<file path="src/rtl/bsr_block_sched_if.sv">
// Descriptor stream from the block scheduler to the weight loader / array sequencer.
// valid/ready handshake; all payload fields are owned by the master and held while valid.
interface bsr_block_sched_if #(
    parameter int BRAM_ADDR_W = 10,
    parameter int WGT_ADDR_W  = 17
);
    logic                   valid;
    logic                   ready;
    logic [15:0]            row;
    logic [15:0]            col;
    logic [BRAM_ADDR_W-1:0] blk;
    logic [WGT_ADDR_W-1:0]  wgt_addr;
    logic                   last;

    modport master (output valid, row, col, blk, wgt_addr, last, input ready);
    modport slave  (input valid, row, col, blk, wgt_addr, last, output ready);
endinterface

</file>
<file path="src/rtl/bsr_block_sched.sv">
// Walks row_ptr/col_idx BRAMs and emits one descriptor per non-zero block; first valid 7 edges after start,
// then 3 cycles per block and 3 per row change. Descriptor is held until ready; row_ptr is checked on the way.
module bsr_block_sched #(
    parameter int BRAM_ADDR_W = 10,
    parameter int WGT_ADDR_W  = 17,
    parameter int BLOCK_BYTES = 200
) (
    input  logic                   clk,
    input  logic                   rst,
    input  logic                   start,
    input  logic [31:0]            num_rows,
    input  logic [31:0]            total_blocks,
    output logic                   busy,
    output logic                   done,
    output logic                   error,
    output logic                   row_ptr_re,
    output logic [BRAM_ADDR_W-1:0] row_ptr_raddr,
    input  logic [31:0]            row_ptr_rdata,
    output logic                   col_idx_re,
    output logic [BRAM_ADDR_W-1:0] col_idx_raddr,
    input  logic [15:0]            col_idx_rdata,
    bsr_block_sched_if.master      desc
);
    typedef enum logic [3:0] {
        IDLE, RD_P0, WAIT_P0, CHK_ROW, RD_PN, WAIT_PN, RD_COL, WAIT_COL, EMIT, ERR, DONE_ST
    } state_t;

    state_t                state;
    logic [31:0]           nrows_q;
    logic [31:0]           total_q;
    logic [31:0]           r;
    logic [31:0]           k;
    logic [31:0]           prev;
    logic [31:0]           row_end;
    logic [WGT_ADDR_W-1:0] wgt;

    always_ff @(posedge clk) begin
        if (rst) begin
            state         <= IDLE;
            nrows_q       <= '0;
            total_q       <= '0;
            r             <= '0;
            k             <= '0;
            prev          <= '0;
            row_end       <= '0;
            wgt           <= '0;
            busy          <= 1'b0;
            done          <= 1'b0;
            error         <= 1'b0;
            row_ptr_re    <= 1'b0;
            row_ptr_raddr <= '0;
            col_idx_re    <= 1'b0;
            col_idx_raddr <= '0;
            desc.valid    <= 1'b0;
            desc.row      <= '0;
            desc.col      <= '0;
            desc.blk      <= '0;
            desc.wgt_addr <= '0;
            desc.last     <= 1'b0;
        end else begin
            // Read enables are one-cycle pulses issued on entry to the RD_* states.
            row_ptr_re <= 1'b0;
            col_idx_re <= 1'b0;
            case (state)
                IDLE: begin
                    done <= 1'b0;
                    if (start) begin
                        nrows_q       <= num_rows;
                        total_q       <= total_blocks;
                        error         <= 1'b0;
                        busy          <= 1'b1;
                        r             <= '0;
                        k             <= '0;
                        prev          <= '0;
                        wgt           <= '0;
                        row_ptr_re    <= 1'b1;
                        row_ptr_raddr <= '0;
                        state         <= RD_P0;
                    end
                end
                RD_P0: state <= WAIT_P0;
                WAIT_P0: begin
                    if (row_ptr_rdata != 32'd0) begin
                        error <= 1'b1;
                        state <= ERR;
                    end else begin
                        prev  <= '0;
                        state <= CHK_ROW;
                    end
                end
                CHK_ROW: begin
                    if (r == nrows_q) begin
                        if (prev != total_q) begin
                            error <= 1'b1;
                            state <= ERR;
                        end else begin
                            busy  <= 1'b0;
                            done  <= 1'b1;
                            state <= DONE_ST;
                        end
                    end else begin
                        row_ptr_re    <= 1'b1;
                        row_ptr_raddr <= BRAM_ADDR_W'(r + 32'd1);
                        state         <= RD_PN;
                    end
                end
                RD_PN: state <= WAIT_PN;
                WAIT_PN: begin
                    row_end <= row_ptr_rdata;
                    if (row_ptr_rdata < prev || row_ptr_rdata > total_q) begin
                        error <= 1'b1;
                        state <= ERR;
                    end else if (row_ptr_rdata == prev) begin
                        r     <= r + 32'd1;
                        state <= CHK_ROW;
                    end else begin
                        col_idx_re    <= 1'b1;
                        col_idx_raddr <= k[BRAM_ADDR_W-1:0];
                        state         <= RD_COL;
                    end
                end
                RD_COL: state <= WAIT_COL;
                WAIT_COL: begin
                    desc.valid    <= 1'b1;
                    desc.row      <= r[15:0];
                    desc.col      <= col_idx_rdata;
                    desc.blk      <= k[BRAM_ADDR_W-1:0];
                    desc.wgt_addr <= wgt;
                    desc.last     <= (k + 32'd1 == total_q);
                    state         <= EMIT;
                end
                EMIT: begin
                    if (desc.ready) begin
                        desc.valid <= 1'b0;
                        k          <= k + 32'd1;
                        wgt        <= wgt + WGT_ADDR_W'(BLOCK_BYTES);
                        prev       <= k + 32'd1;
                        if (k + 32'd1 == row_end) begin
                            r     <= r + 32'd1;
                            state <= CHK_ROW;
                        end else begin
                            col_idx_re    <= 1'b1;
                            col_idx_raddr <= BRAM_ADDR_W'(k + 32'd1);
                            state         <= RD_COL;
                        end
                    end
                end
                ERR: begin
                    busy  <= 1'b0;
                    done  <= 1'b1;
                    state <= DONE_ST;
                end
                DONE_ST: begin
                    busy <= 1'b0;
                    done <= 1'b1;
                    if (!start) state <= IDLE;
                end
                default: state <= IDLE;
            endcase
        end
    end
endmodule

</file>
<file path="src/flat_wrapper.sv">
// flat-port wrapper written by rule: the top's interface ports become plain ports
module bsr_block_sched_flat 
#(
    parameter int BRAM_ADDR_W = 10,
    parameter int WGT_ADDR_W  = 17,
    parameter int BLOCK_BYTES = 200
)
  (clk, rst, start, num_rows, total_blocks, busy, done, error, row_ptr_re, row_ptr_raddr, row_ptr_rdata, col_idx_re, col_idx_raddr, col_idx_rdata, desc_valid, desc_row, desc_col, desc_blk, desc_wgt_addr, desc_last, desc_ready);
  bsr_block_sched_if #(.BRAM_ADDR_W(BRAM_ADDR_W), .WGT_ADDR_W(WGT_ADDR_W)) desc_i ();
  input  logic clk;
  input  logic rst;
  input  logic start;
  input  logic [31:0] num_rows;
  input  logic [31:0] total_blocks;
  output logic busy;
  output logic done;
  output logic error;
  output logic row_ptr_re;
  output logic [BRAM_ADDR_W-1:0] row_ptr_raddr;
  input  logic [31:0] row_ptr_rdata;
  output logic col_idx_re;
  output logic [BRAM_ADDR_W-1:0] col_idx_raddr;
  input  logic [15:0] col_idx_rdata;
  output wire logic [$bits(desc_i.valid)-1:0] desc_valid;
  output wire logic [$bits(desc_i.row)-1:0] desc_row;
  output wire logic [$bits(desc_i.col)-1:0] desc_col;
  output wire logic [$bits(desc_i.blk)-1:0] desc_blk;
  output wire logic [$bits(desc_i.wgt_addr)-1:0] desc_wgt_addr;
  output wire logic [$bits(desc_i.last)-1:0] desc_last;
  input wire logic [$bits(desc_i.ready)-1:0] desc_ready;
  assign desc_valid = desc_i.valid;
  assign desc_row = desc_i.row;
  assign desc_col = desc_i.col;
  assign desc_blk = desc_i.blk;
  assign desc_wgt_addr = desc_i.wgt_addr;
  assign desc_last = desc_i.last;
  assign desc_i.ready = desc_ready;
  bsr_block_sched #(.BRAM_ADDR_W(BRAM_ADDR_W), .WGT_ADDR_W(WGT_ADDR_W), .BLOCK_BYTES(BLOCK_BYTES)) u_core (.clk(clk), .rst(rst), .start(start), .num_rows(num_rows), .total_blocks(total_blocks), .busy(busy), .done(done), .error(error), .row_ptr_re(row_ptr_re), .row_ptr_raddr(row_ptr_raddr), .row_ptr_rdata(row_ptr_rdata), .col_idx_re(col_idx_re), .col_idx_raddr(col_idx_raddr), .col_idx_rdata(col_idx_rdata), .desc(desc_i));
endmodule
</file>
<file path="config.mk">
export PLATFORM = sky130hd
export DESIGN_NAME = bsr_block_sched_flat
export DESIGN_NICKNAME = d
export VERILOG_FILES = /design/src/rtl/bsr_block_sched_if.sv /design/src/rtl/bsr_block_sched.sv /design/src/flat_wrapper.sv
export SDC_FILE = /design/constraint.sdc
export NUM_CORES = 1
export LEC_CHECK = 0
export CORE_AREA = 5 5 188 172
export CTS_CLUSTER_SIZE = 30
export DETAILED_ROUTE_END_ITERATION = 8
export DIE_AREA = 0 0 193 177
export PLACE_DENSITY = 0.78
export SLEW_MARGIN = 10
export SYNTH_ARGS = -nofsm -noshare
export SYNTH_HDL_FRONTEND = slang
export SYNTH_SLANG_ARGS = --single-unit
</file>
<file path="constraint.sdc">
create_clock -name clk -period 4.1 [get_ports clk]
set_input_delay 1.025 -clock clk [delete_from_list [all_inputs] [get_ports clk]]
set_output_delay 1.025 -clock clk [all_outputs]
set_load 0.02 [all_outputs]
</file>
==> results.json <==
{
  "status": "finished clean",
  "ant_nets": 0,
  "initialDrtViolationCount": 1658,
  "row_count": 61,
  "critPathMaxFanout": 12,
  "path_cells": "ha_1, and4_1, nand4_1, buf_4, nor3_2, buf_4, o221ai_1, nor4_1, and3_1, and3_1, buf_4, o21ai_2, or3_1, a21oi_1",
  "cts_tree": "built",
  "ctsRootBufferMaster": "clkbuf_16",
  "vias_per_cell": 6.008,
  "utilization": 0.6835,
  "grt_util_all_layers": 0.3530,
  "cts_setup_buffers": 0,
  "syn_area_sq_um": 16340,
  "clk_latency_ns": 0.53,
  "vias": 17100,
  "ioPinCount": 202,
  "netlist.area_leader.share": 0.3590,
  "port_buffers": 198,
  "hp-start": "u_core.desc.blk[5]$_SDFFE_PP0P_",
  "netlist_instances": 2172,
  "max-cap-violations": 0,
  "start_util": 0.5393,
  "final_common_cell": "nand2_1",
  "peakVddDrop_uv": 342.6,
  "critPathKind": "flop to flop",
  "clock_skew_ns": 0.02160,
  "antenna_found_initial": 1,
  "hold_path.class": "flop to flop",
  "drtPass1Iterations": 6,
  "wl_per_cell_um": 21.72,
  "cp_common_cell": "buf_4",
  "crit_path_top_delay_cell": "or3_1",
  "worst_hold_slack_ns": 0.4581,
  "cts_buffers": 34,
  "fmax_mhz": 250.5,
  "wl_um": 61800,
  "cp_num_buf_inv": 3,
  "fin_crit_ns": 3.993,
  "clk_path_buf_depth": 3,
  "hpwl_um": 45870,
  "synth.avg_cell_area_sq_um": 7.523,
  "synth_edf_count": 0,
  "cts.sinks": 293,
  "fp.coreArea_sq_um": 30300,
  "syn_to_final_growth_pct": 26.74,
  "fill_cells": 2652,
  "first_global_vias": 16310,
  "ys_seq_area_frac": 0.3590,
  "drv_slew": 0,
  "min_period_over_period": 0.9738,
  "ys_seq_elements": 293,
  "yosys_most_used_dff": "dfxtp_1",
  "die_w_um": 193,
  "num_antenna_cells": 0,
  "critPathArrivalTime_ns": 4.42,
  "yosysWarnings": 0,
  "hold_violations": 0,
  "leakage_nw": 7.673,
  "setup.worst_path.start": "u_core.k[0]$_SDFFE_PP0P_",
  "cts_hold_buf": 0,
  "final_cell_mix": "nand2_1 (400), dfxtp_1 (293), a21oi_1 (282), clkdlybuf4s50_1 (197), nor2_1 (172)",
  "drive_gt1_frac": 0.1038,
  "nets": 2599,
  "p_per_area_nw_per_um2": 395.3,
  "synth.distinct_cells": 78,
  "tightest_slew_ns": 1.117,
  "async_flop_share": 0,
  "h-tree-depth": 2,
  "cts.clk_slew.worst_paths_ns": 0.06,
  "setup_viol": 0,
  "crit_family": "simple AND/OR/NAND/NOR gates",
  "grt_max_degree": 113,
  "required_ns": 4.53,
  "slew_headroom": 0.2457,
  "reg2reg_from": "u_core.k[0]$_SDFFE_PP0P_",
  "synth_top_area_cell": "dfxtp_1",
  "gp_congestion": 1.020,
  "crit_path_max_incr_delay_ns": 0.44,
  "overflow": 0,
  "die_height_um": 177,
  "synth_area_leaders": "dfxtp_1 (36%), nand2_1 (9.2%), a21oi_1 (8.6%)",
  "cp-end-kind": "flop",
  "rsz0062_at_grt": "no",
  "die_area_sq_um": 34160,
  "grt_pass1_wl_um": 93520,
  "cp-start-kind": "flop",
  "drc": 0
}
==> registers in the layout (all words and copies together), names as in the netlist, 14 cells and up <==
name and count:
u_core.desc.col 16, u_core.total_q 32, u_core.r 32, u_core.wgt 14, u_core.row_end 32, u_core.k 32
u_core.desc.wgt_addr 14, u_core.prev 32, u_core.nrows_q 32, u_core.desc.row 16
==> power breakdown <==
part | switching [mW] | leakage, nW | internal (mW) | total (mW)
sequential | 0.177 | 2.37 | 3.00 | 3.17
combinational | 1.15 | 4.73 | 0.674 | 1.82
clock | 1.24 | 0.574 | 1.95 | 3.19
==> layout make-up <==
class / count / area, sq um / share of cell area
multi-input cells: 1644 / 9603 / 0.4637
inverters: 81 / 304.0 / 0.01468
clock inverters: 11 / 183.9 / 0.008881
well taps: 409 / 511.7 / 0.02471
flip-flops and latches: 293 / 5866 / 0.2832
clock buffers: 47 / 991.0 / 0.04785
repair buffers: 361 / 3251 / 0.1570
==> path summary, 6_finish.rpt <==
check / to / slack [ns] / cells past startpoint
max: u_core.r[6]$_SDFFE_PP0P_ / 0.11 / 14
min: u_core.desc.blk[5]$_SDFFE_PP0P_ / 0.46 / 2
max reg2reg: u_core.r[6]$_SDFFE_PP0P_ / 0.11 / 14
min reg2reg: u_core.desc.blk[5]$_SDFFE_PP0P_ / 0.46 / 2
==> logic make-up after synthesis <==
logic type | share of synthesized area
and+or+nand+nor | 0.2672
AOI/OAI and AO/OA | 0.1713
DFF | 0.3590
buffers and inverters | 0.05781
xor gates and xnor gates | 0.08989
adders and majority gates | 0.05207
muxes | 0.002527
other | 0.0002295
==> per-stage QoR <==
step | total power, mW | instance area (sq um) | setup WS (ns) | cells | setup TNS (ns)
final | 8.186 | 20710 | 0.1075 | 2846 | 0
after global routing | 8.511 | 20710 | 0.02381 | 2846 | 0
after CTS | 8.163 | 20670 | 0.09339 | 2846 | 0
after detailed placement | 4.990 | 19490 | -0.5167 | 2788 | -16.50
after global placement | 4.962 | 19490 | -0.4775 | 2788 | -15.50
after floorplan | 4.216 | 16350 | 0.4224 | 2174 | 0
==> worst min-delay path: stages (launching register included) <==
cell,delay [ns]
dfxtp_1,0.31
nand2_1,0.05
a21oi_1,0.05
==> cells in the mapped netlist (4+ instances only) <==
master     number
dfxtp_1       293
a211oi_1       15
nand2_1       400
or4_1          15
or3_1          25
nor3_1         50
a31oi_1        14
and3_1         20
o31ai_1         6
nor2_1        174
a2111oi_0       4
nand2b_1       19
o22ai_1         4
xnor2_1        65
nor4_1         38
nand4_1        48
a311oi_1        6
and2_1         11
o21ai_0        70
a21o_1          5
o311ai_0        4
o32ai_1         5
xor2_1         95
nor2b_1        15
buf_2          20
or2_2           4
or3b_2          4
inv_1          81
buf_1           5
nand3_1        60
and4_1          9
o211ai_1        7
a21oi_1       282
clkbuf_1      123
nand3b_1       15
o21ai_1         4
a22oi_1        18
ha_1           68
buf_4           8
==> per-layer routing <==
| layer | up-vias | GRT usage | share of wire |
|---|---|---|---|
| li1 | 7993 | - | - |
| met1 | 8075 | 0.4882 | 0.43 |
| met2 | 879 | 0.5192 | 0.42 |
| met3 | 149 | 0.1081 | 0.12 |
| met5 | - | 0 | 0.00023 |
| met4 | 2 | 0.1322 | 0.039 |
==> repair_timing <==
item,4_1_cts,5_1_grt
resized for setup,1,8
endpoints found under the hold margin,0,0
endpoints found under the setup margin,1,37
(Power assumes the default switching activity.)
